File: src/rtl/enigma_pkg.sv
// Shared Enigma datapath types and constants: alphabet size, position width,
// default rotor notches and the rotor stepper state encoding.
package enigma_pkg;

  localparam int NUM_LETTERS = 26;
  localparam int POS_W       = 6;

  typedef logic [POS_W-1:0] pos_t;

  // Turnover positions for rotors I (Q), II (E) and III (V).
  localparam pos_t NOTCH_L = pos_t'(16);
  localparam pos_t NOTCH_M = pos_t'(4);
  localparam pos_t NOTCH_R = pos_t'(21);

  typedef enum logic [1:0] {
    IDLE,
    STEP,
    PRESENT
  } stepper_state_t;

  function automatic logic pos_in_range(input pos_t p);
    return p < pos_t'(NUM_LETTERS);
  endfunction

endpackage

File: src/rtl/rotor_wheel_counter.sv
// Single rotor position: mod-26 counter with synchronous load and step,
// flagging when the wheel sits on its turnover notch.
module rotor_wheel_counter
  import enigma_pkg::*;
#(
  parameter pos_t NOTCH = '0
) (
  input  logic clk,
  input  logic rst_n,
  input  logic load,
  input  pos_t load_val,
  input  logic step_en,
  output pos_t pos,
  output logic at_notch
);

  // NOTE: sequential state uses non-blocking assignments so every register
  // samples the pre-edge values of its neighbours.
  always_ff @(posedge clk or negedge rst_n) begin
    if (!rst_n) begin
      pos <= '0;
    end else if (load) begin
      pos <= load_val;
    end else if (step_en) begin
      pos <= (pos == pos_t'(NUM_LETTERS - 1)) ? '0 : pos + pos_t'(1);
    end
  end

  assign at_notch = (pos == NOTCH);

endmodule

File: src/rtl/rotor_stepper.sv
// Three-rotor Enigma stepping controller with ready/valid pacing.
// Optional historical double-step: define ROTOR_STEPPER_DOUBLE_STEP_EN.
module rotor_stepper
  import enigma_pkg::*;
#(
  parameter pos_t NOTCH_L = enigma_pkg::NOTCH_L,
  parameter pos_t NOTCH_M = enigma_pkg::NOTCH_M,
  parameter pos_t NOTCH_R = enigma_pkg::NOTCH_R
) (
  input  logic             clk,
  input  logic             rst_n,
  input  logic             load_en,
  input  logic [POS_W-1:0] load_pos_l,
  input  logic [POS_W-1:0] load_pos_m,
  input  logic [POS_W-1:0] load_pos_r,
  output logic             load_err,
  input  logic             key_valid,
  output logic             key_ready,
  output logic             pos_valid,
  input  logic             pos_ready,
  output logic [POS_W-1:0] pos_l,
  output logic [POS_W-1:0] pos_m,
  output logic [POS_W-1:0] pos_r
);

  stepper_state_t state_q, state_d;

  logic load_take, load_ok, load_wr;
  logic step_l, step_m, step_r;
  logic m_at, r_at;
  logic l_at_notch_unused;

  // Loads are only honoured while idle; other states ignore load_en entirely.
  assign load_take = (state_q == IDLE) && load_en;
  assign load_ok   = pos_in_range(load_pos_l) && pos_in_range(load_pos_m) &&
                     pos_in_range(load_pos_r);
  assign load_wr   = load_take && load_ok;

  // Stepping is decided on the pre-step positions, all wheels move together.
  assign step_r = (state_q == STEP);
`ifdef ROTOR_STEPPER_DOUBLE_STEP_EN
  assign step_m = step_r && (r_at || m_at);
`else
  assign step_m = step_r && r_at;
`endif
  assign step_l = step_m && m_at;

  // NOTCH_L has no stepping role yet; it is carried for a future fourth rotor.
  rotor_wheel_counter #(.NOTCH(NOTCH_L)) u_wheel_l (
    .clk      (clk),
    .rst_n    (rst_n),
    .load     (load_wr),
    .load_val (load_pos_l),
    .step_en  (step_l),
    .pos      (pos_l),
    .at_notch (l_at_notch_unused)
  );

  rotor_wheel_counter #(.NOTCH(NOTCH_M)) u_wheel_m (
    .clk      (clk),
    .rst_n    (rst_n),
    .load     (load_wr),
    .load_val (load_pos_m),
    .step_en  (step_m),
    .pos      (pos_m),
    .at_notch (m_at)
  );

  rotor_wheel_counter #(.NOTCH(NOTCH_R)) u_wheel_r (
    .clk      (clk),
    .rst_n    (rst_n),
    .load     (load_wr),
    .load_val (load_pos_r),
    .step_en  (step_r),
    .pos      (pos_r),
    .at_notch (r_at)
  );

  always_ff @(posedge clk or negedge rst_n) begin
    if (!rst_n) begin
      state_q  <= IDLE;
      load_err <= 1'b0;
    end else begin
      state_q  <= state_d;
      load_err <= load_take && !load_ok;
    end
  end

  // NOTE: state_d is defaulted before the case so no path leaves it
  // unassigned, which would otherwise infer a latch.
  always_comb begin
    state_d = state_q;
    case (state_q)
      IDLE:    if (!load_en && key_valid) state_d = STEP;
      STEP:    state_d = PRESENT;
      PRESENT: if (pos_ready) state_d = IDLE;
      default: state_d = IDLE;
    endcase
  end

  assign key_ready = (state_q == IDLE);
  assign pos_valid = (state_q == PRESENT);

endmodule

File: config.mk
export PLATFORM = sky130hd
export DESIGN_NAME = rotor_stepper
export DESIGN_NICKNAME = d
export VERILOG_FILES = /design/src/rtl/enigma_pkg.sv /design/src/rtl/rotor_wheel_counter.sv /design/src/rtl/rotor_stepper.sv
export SDC_FILE = /design/constraint.sdc
export NUM_CORES = 1
export LEC_CHECK = 0
export CAP_MARGIN = 20
export CELL_PAD_IN_SITES_DETAIL_PLACEMENT = 1
export CELL_PAD_IN_SITES_GLOBAL_PLACEMENT = 1
export CORE_ASPECT_RATIO = 2
export CORE_MARGIN = 5
export CORE_UTILIZATION = 30
export CTS_CLUSTER_DIAMETER = 60
export DETAILED_ROUTE_END_ITERATION = 16
export PLACE_DENSITY = 0.76
export SYNTH_ARGS = -nofsm -noshare
export SYNTH_HDL_FRONTEND = slang
export SYNTH_SLANG_ARGS = --single-unit
File: constraint.sdc
create_clock -name clk -period 1.7 [get_ports clk]
set_clock_uncertainty 0.2 [all_clocks]
set_input_delay 0.34 -clock clk [delete_from_list [all_inputs] [get_ports clk]]
set_output_delay 0.34 -clock clk [all_outputs]
set_load 0.02 [all_outputs]
; Word level (Yosys, flattened, before mapping)
; Cells that the tools add are included.
[op_classes]
n_addsub = 3
n_eq_ne = 9
n_mux = 12
n_lt_le_gt_ge = 3
reduce_logical = 15
[ops]
columns = cell, count
row1 = $mux 6, 9
row2 = $eq 6x5->1 const B, 4
row3 = $add 6x1->6 const B, 3
row4 = $lt 6x5->1 const B, 3
row5 = $logic_and 1x1->1, 8
row6 = $eq 6x3->1 const B, 1
row7 = $pmux 2 s3, 1
row8 = $reduce_bool 2->1, 3
row9 = $mux 2, 2
row10 = $ne 2x1->1 const B, 2
row11 = $eq 2x1->1 const B, 1
row12 = $eq 2x2->1 const B, 1
row13 = $logic_not 1->1, 2
row14 = $logic_not 2->1, 1
row15 = $reduce_and 2->1, 1
[word_totals]
elab_cells = 47
output_inout_bits = 21
input_bits = 23
regBits = 21

; Longest topological paths before layout
; Gate-level depths: netlist of the first run.
[depth]
ltp_word = 5
mapped_depth = 7
ltp_nobuf = 6

; Modules after synthesis
; A second synthesis of the first run with hierarchy kept.
[unflattened]
cells_unflattened = 157
area_unflattened_um2 = 1432.6
[modules_own_cells]
columns = mod, cells_per_inst, area_per_inst_um2, seq_area_each_um2, instances
row1 = rotor_wheel_counter (u_wheel_r), 48, 421.7, 150.1, 1
row2 = rotor_wheel_counter (u_wheel_m), 47, 414.1, 150.1, 1
row3 = rotor_wheel_counter (u_wheel_l), 44, 406.6, 150.1, 1
row4 = rotor_stepper, 18, 190.2, 75.1, 1

; Worst setup path after synthesis of the first run
; Ideal clock, no wire load.
[synth_timing]
path_type = register to register
from = register u_wheel_r.pos[0]
to = register u_wheel_l.pos[2]
stages_incl_launch_ff = 7
required_time_ns = 1.418
synth_period_minus_slack_ns = 1.928
setup_time_ns = 0.082
path_slack_ns = -0.228
path_buffers = 1
arrival_ns = 1.646
cell_sequence = dfrtp_1 ha_1 and3b_1 nand4_1 buf_2 a2111o_1 a31oi_1
[synth_via]
elab_chain_cells = 4
[synth_lines]
columns = element, line_no
row1 = start: declaration, rotor_wheel_counter.sv:13  ; output pos_t pos,
row2 = start signal: assignment, rotor_wheel_counter.sv:23  ; pos <= load_val;
row3 = start signal: assignment, rotor_wheel_counter.sv:25  ; pos <= (pos == pos_t'(NUM_LETTERS - 1)) ? '0 : pos + pos_t'(1);
row4 = $eq 6x5->1, rotor_wheel_counter.sv:29  ; assign at_notch = (pos == NOTCH);
row5 = $logic_and 1x1->1, rotor_stepper.sv:44  ; assign step_m = step_r && r_at;
row6 = $logic_and 1x1->1, rotor_stepper.sv:46  ; assign step_l = step_m && m_at;
row7 = $reduce_bool 2->1 (no line), n/a
row8 = end signal: assignment, rotor_wheel_counter.sv:23
row9 = end signal: assignment, rotor_wheel_counter.sv:25
row10 = end: declaration, rotor_wheel_counter.sv:13
; Every way passes these cells.
; A chain may end at the register's enable or synchronous reset.

; Worst setup path after layout of the first run
[layout_timing]
from = register u_wheel_r.pos[0]
to = register u_wheel_l.pos[0]
; The elaborated chain is that of the path after synthesis.

==> results of run 1 <==
==> sequential cells by signal (all words and copies together), names as in the netlist <==
signal / cells
state_q: 2
u_wheel_r.pos: 6
load_err: 1
u_wheel_m.pos: 6
u_wheel_l.pos: 6
==> what timing repair did <==
action | in CTS | in global routing
pin swaps | 14 | 13
buffers inserted | 4 | 4
hold buffers | 0 | 0
gates resized for setup | 60 | 38
endpoints found under the setup margin | 39 | 30
==> final cells by class <==
class / instances / area, um2
timing repair buffer: 85 / 728
multi-input combinational: 111 / 922
tap: 54 / 67.6
inverter: 7 / 26.3
fill: 522 / 2020
sequential: 21 / 533
clock buffer: 4 / 45.0
==> worst max-delay path: stages (launching register included) <==
cell     delay, ps
dfrtp_2        430
ha_4           160
and3b_2        210
nand4_1        100
buf_6          140
mux2_2         330
mux2_2         260
==> final timing paths <==
kind	to	cells after the start	slack [ps]
setup / recovery	u_wheel_l.pos[0]	6	-250
min in group clk	u_wheel_r.pos[2]	2	250
max in group asynchronous	u_wheel_m.pos[1]	2	830
hold / removal	u_wheel_m.pos[5]	2	210
hold reg to reg	u_wheel_r.pos[5]	2	390
setup reg to reg	u_wheel_l.pos[0]	6	-250
==> placed cells by master (no fill, tap or decap), types with 4 or more instances in the layout <==
| master | count |
|---|---|
| a221o_1 | 5 |
| a31oi_1 | 4 |
| buf_4 | 39 |
| buf_6 | 5 |
| clkdlybuf4s15_1 | 12 |
| clkdlybuf4s50_1 | 7 |
| dfrtp_1 | 15 |
| dfrtp_2 | 6 |
| dlygate4sd2_1 | 19 |
| ha_4 | 4 |
| inv_1 | 4 |
| mux2_2 | 4 |
| nand2_1 | 12 |
| nand3_1 | 5 |
| nor3_1 | 7 |
| o211ai_1 | 4 |
| o21ai_0 | 6 |
| or3_1 | 6 |
==> layer usage <==
metal	vias to the layer above	global-route usage, %	part of all wire [%]
met5	-	0	0
met4	0	8.96	3.5
met3	13	2.48	2.7
met2	38	37.9	61
met1	754	16.4	32
li1	711	-	-
==> logic make-up (layout without fill, tap and decap cells) <==
| group | Yosys count | count (layout) | share of synthesized area, % |
|---|---|---|---|
| adders and majority gates | 7 | 7 | 6.58 |
| DFF | 21 | 21 | 39.5 |
| AOI/OAI and AO/OA | 39 | 39 | 20.5 |
| muxes | 4 | 4 | 3.38 |
| buffers and inverters | 12 | 96 | 3.48 |
| xor gates and xnor gates | 1 | 1 | 0.658 |
| and+or+nand+nor | 60 | 60 | 25.9 |
==> power groups by stage <==
stage / logic [W] / clock network [W] / registers, W
after floorplan: 0.000431 / 0 / 0.00102
after global placement: 0.00144 / 0 / 0.000752
after detailed placement: 0.00151 / 0 / 0.000764
after CTS: 0.00147 / 0.000352 / 0.000755
after global routing: 0.00168 / 0.000378 / 0.000775
final: 0.00155 / 0.000353 / 0.000761
==> through the flow <==
step | hold slack [ps] | TNS [ps] | util, %
after floorplan | -156 | -498 | -
after global placement | 363 | -8150 | 48.9
after detailed placement | 382 | -9360 | 48.9
after CTS | 229 | -1950 | 50.8
after global routing | 244 | -3460 | 53.5
final | 213 | -2200 | 53.5
==> impl_results.md, run 1 <==
- Critical path class: flip-flop to flip-flop
- Relative slew margins: 68.6%
- Clock Tree Root: clkbuf_8
- Clock transition at path regs: roughly 80 ps
- GRT Residual Overflow: 0
- DIE AREA: about 0.0060 mm2
- Worst reg2reg startpoint: u_wheel_r.pos[0]
- Clk Latency, worst-skew pair: 270 ps
- I/O pin count: 44
- Area fraction of the dominant cell type after synthesis: between 30% and 40%
- Largest net degree at the start of global routing: 22
- DP Worst Slack: -593 ps
- TritonCTS Sinks: 21
- Fin. max-slew vios: 0
- Logic pwr share: between 50% and 60%
- Setup violators final: 15
- Total power: 0.00267 W
- Via count: between 1500 and 2000
- First-pass GRT wire length: around 8500 um
- Internal power: 0.00155 W
- Clock share of power: a little over an eighth
- Area leader, netlist: dfrtp_1
- Crit path DAT: between 1500 and 2000 ps
- Critical path peak fanout: 6
- Initial antenna violation count: 0
- Synth Flop Type: dfrtp_1
- Pwr Density: 1150 mW/mm2
- Seq/Total Area, Yosys: about two fifths
- Highest Clock Rate: slightly above 500 MHz
- Distinct cells, synth: 39
- Failing checks: setup timing
- Syn Area/Cell: approximately 9.2 um2
- Synth top area cells: dfrtp_1 39%, ha_1 6.6%, a221o_1 3.8%, nand2_1 3.7%, nor3_1 3.4%
- Max VDD drop: roughly 550 uV
- Initial DRC count: 18
- Non-filler cells, final: 282
- Min Tclk post-route: roughly 2000 ps
- RSZ-0062 raised after global routing: true
- Placed Cells: between 200 and 300
- Post-Route WL: 5580 um
- DR vias/cell: around 5.4
- Critical path startpoint: u_wheel_r.pos[0]
- Fraction of power spent switching nets: 41.8%
- Cells after synthesis: ~140
- Die X: about 57 um
- CTS max path bufs: 2
- Crit end category: flip-flop
- Num rows: 34
- CP Launch Type: flip-flop
- WL/cell: 19.8 um
- Final hold vios: 0
- CTS buffer count: 3
- Pre-antenna DRT Iters: 4
- Post-synth ARST share: 100%
- Switch Pwr: 0.00112 W
- Nets@finish: between 200 and 300
- Gp weighted congestion: around 0.8
- DP Area: roughly 0.0021 mm2
- Initial cell density of the core: between 30% and 40%
- Ys Warns: 0
- DP HPWL: 4100 um
- Finished Cell Area: between 0.002 and 0.0025 mm2
- Vias in the first global route: between 1500 and 2000
- Core ar.: about 0.0043 mm2
- H-Tree Depth: 1
- HP Class: input port to asynchronous set/reset pin
- MaxCap Viol Count: 0
- PortBufs: between 40 and 50
- Top-count cell post-synth: dfrtp_1
- Antenna diode instance count: 0
- Mapped cell area: 0.00133 mm2
- P&R area growth vs syn: 74.4%
- Least-Margin Pin Slew: roughly 470 ps
- All-Layer GR Usage: between 10% and 20%
- Static Leak: a little over 1 nW
- Synth Net Count: ~170
- Outcome: complete, but fails checks
- Flop pwr share: around 28%
- CTS tree: built
- Post-route ant nets: 0
- Most frequent cells after synthesis: 21 x dfrtp_1, 13 x nand2_1, 9 x nor3_1
- Post-route DRC: 0
- Die Span Y: roughly 100 um
- Tcrit/Tclk final: 114%
- Fraction of layout cells with a size suffix above 1: around two fifths
- Number of synthesized register bits: 21
- Final setup margin: -246 ps
- Post-synth EDFFs: 0
- Worst Path Required: 1660 ps
Note: power is estimated with default switching activity, not from simulation.
==> run 2: changes to the inputs <==
--- a/config.mk
+++ b/config.mk
@@ -14,6 +14,7 @@
 export CTS_CLUSTER_DIAMETER = 60
 export DETAILED_ROUTE_END_ITERATION = 16
 export PLACE_DENSITY = 0.76
+export SETUP_SLACK_MARGIN = 0.05
 export SYNTH_ARGS = -nofsm -noshare
 export SYNTH_HDL_FRONTEND = slang
 export SYNTH_SLANG_ARGS = --single-unit
==> impl_results.md, run 2 (synthesis results as in run 1) <==
- Outcome: complete, but fails checks
- P&R area growth vs syn: 74.6%
- Final setup margin: -251 ps
- Tcrit/Tclk final: 115%
- RSZ-0062 raised after global routing: true
- Vias in the first global route: about 1800
- DP HPWL: 4000 um
- Most common cell after layout, fill and taps aside: buf_4
- CTS Hold Bufs: 0
- Internal power: around 0.0016 W
- Max VDD drop: between 800 and 900 uV
- Crit end category: flip-flop
- Gp weighted congestion: roughly 0.84
- Post-Route WL: roughly 5400 um
- Via count: roughly 1600
- Clock Tree Root: clkbuf_8
- CTS buffer count: 3
- Core ar.: around 0.0043 mm2
- Crit path DAT: roughly 1900 ps
- Nets@finish: ~270
- Setup violators final: 18
- R2R depth: 7
- Filler cell count: ~530
- Highest Clock Rate: between 500 and 600 MHz
- Initial antenna violation count: 0
- Initial cell density of the core: 30.7%
- Critical path startpoint: u_wheel_r.pos[1]
- Switch Pwr: 0.00114 W
- All-Layer GR Usage: about a fifth
- DR vias/cell: approximately 5.5
- Logic pwr share: between 50% and 60%
- Post-route DRC: 0
- Failing checks: setup timing
- Pwr Density: between 1000 and 1500 mW/mm2
- I/O pin count: 44
- RR Endpoint: u_wheel_l.pos[5]
- First-pass GRT wire length: about 8800 um
- Final hold vios: 0
- Min Tclk post-route: ~2000 ps
- Relative slew margins: roughly 63%
- Regs by FF count: u_wheel_l.pos (6), u_wheel_m.pos (6), u_wheel_r.pos (6)
- R2R Setup Slk: -250 ps
- Final Core Density: a little over half
- Fin. max-slew vios: 0
- Worst Setup EP: u_wheel_l.pos[5]
- Fraction of layout cells with a size suffix above 1: ~45%
- Worst Path Required: ~1700 ps
- Antenna diode instance count: 0
- H-Tree Depth: 1
- CTS tree: built
- Flop pwr share: between 20 and 30%
- CP Launch Type: flip-flop
- GRT Residual Overflow: 0
- Post-route ant nets: 0
- Clock share of power: around an eighth
- Critical path class: flip-flop to flip-flop
- Clk Latency, worst-skew pair: around 270 ps
- Least-Margin Pin Slew: around 550 ps
- HP Class: input port to asynchronous set/reset pin
- WL/cell: around 19 um
- Commonest cells after routing, fill and taps aside: 39 x buf_4, 17 x dlygate4sd2_1, 14 x dfrtp_1, 12 x nand2_1, 11 x buf_6
- Worst reg2reg startpoint: u_wheel_r.pos[1]
- CTS max path bufs: 2
- Setup TNS: -2400 ps
- DIE AREA: approximately 0.0060 mm2
- Pre-antenna DRT Iters: 4
- Num rows: 34
- Die Span Y: 104 um
- Fraction of power spent switching nets: a little over two fifths
- Die X: about 57 um
- PortBufs: 43
- Largest net degree at the start of global routing: 22
- Clock transition at path regs: ~90 ps
- MaxCap Viol Count: 0
- Critical path peak fanout: 4
- Initial DRC count: 28
- DP Worst Slack: -548 ps
- TritonCTS Sinks: 21
- Static Leak: 1.04 nW
## run 2: how the worst min path moves through the flow
stage	cells past startpoint	slack (ps)	from	to
after floorplan	0	-160	rst_n	load_err
after global placement	2	340	state_q[1]	state_q[0]
final	2	230	rst_n	u_wheel_r.pos[4]
after detailed placement	2	380	u_wheel_r.pos[5]	u_wheel_r.pos[5]
after CTS	2	230	rst_n	u_wheel_m.pos[4]
after global routing	2	240	rst_n	u_wheel_r.pos[4]
## run 2: repair_timing
| item | CTS | global route |
|---|---|---|
| resized for setup | 89 | 27 |
| pin swaps | 11 | 6 |
| setup endpoints to repair | 39 | 31 |
| cloned | 1 | 0 |
| setup buffers | 7 | 5 |
| endpoints found under the hold margin | 0 | 0 |
## run 2: critical path, stage by stage (launching register included)
cell and delay, ps:
dfrtp_2 420, inv_2 70, ha_4 130, and3b_1 180
nand4_1 200, buf_4 220, or3_4 320, a21oi_2 130
## run 2: area by class of cell
type | count | area [um2] | share of cell area (%)
clock buffers | 4 | 45.0 | 1.94
inverters | 7 | 26.3 | 1.13
multi-input cells | 112 | 893 | 38.4
flip-flops and latches | 21 | 534 | 23.0
well taps | 54 | 67.6 | 2.91
repair buffers | 90 | 758 | 32.6
## run 2: stage by stage
stage	area, um2	total power (W)	hold WS (ps)	instances
after floorplan	1370	0.00145	-156	144
after global placement	2130	0.00219	343	274
after detailed placement	2130	0.00228	384	274
after CTS	2280	0.00264	232	285
after global routing	2320	0.00287	245	288
final	2320	0.00271	226	288
## run 2: metal layers
layer	up-vias	part of all wire (%)	routed length (um)	global-route usage (%)
met4	0	4.8	262	9.95
met5	-	0	0	0
met3	22	3.3	178	2.24
li1	719	-	-	-
met1	774	35	1900	18.9
met2	58	57	3110	35.4
## run 2: power by group through the flow
stage               clock [W]  combinational [W]  sequential [W]
floorplan                   0           0.000432         0.00102
global placement            0            0.00144        0.000751
detailed placement          0            0.00151        0.000769
CTS                  0.000353            0.00152        0.000765
global route         0.000377            0.00171        0.000781
finish               0.000347            0.00160        0.000764
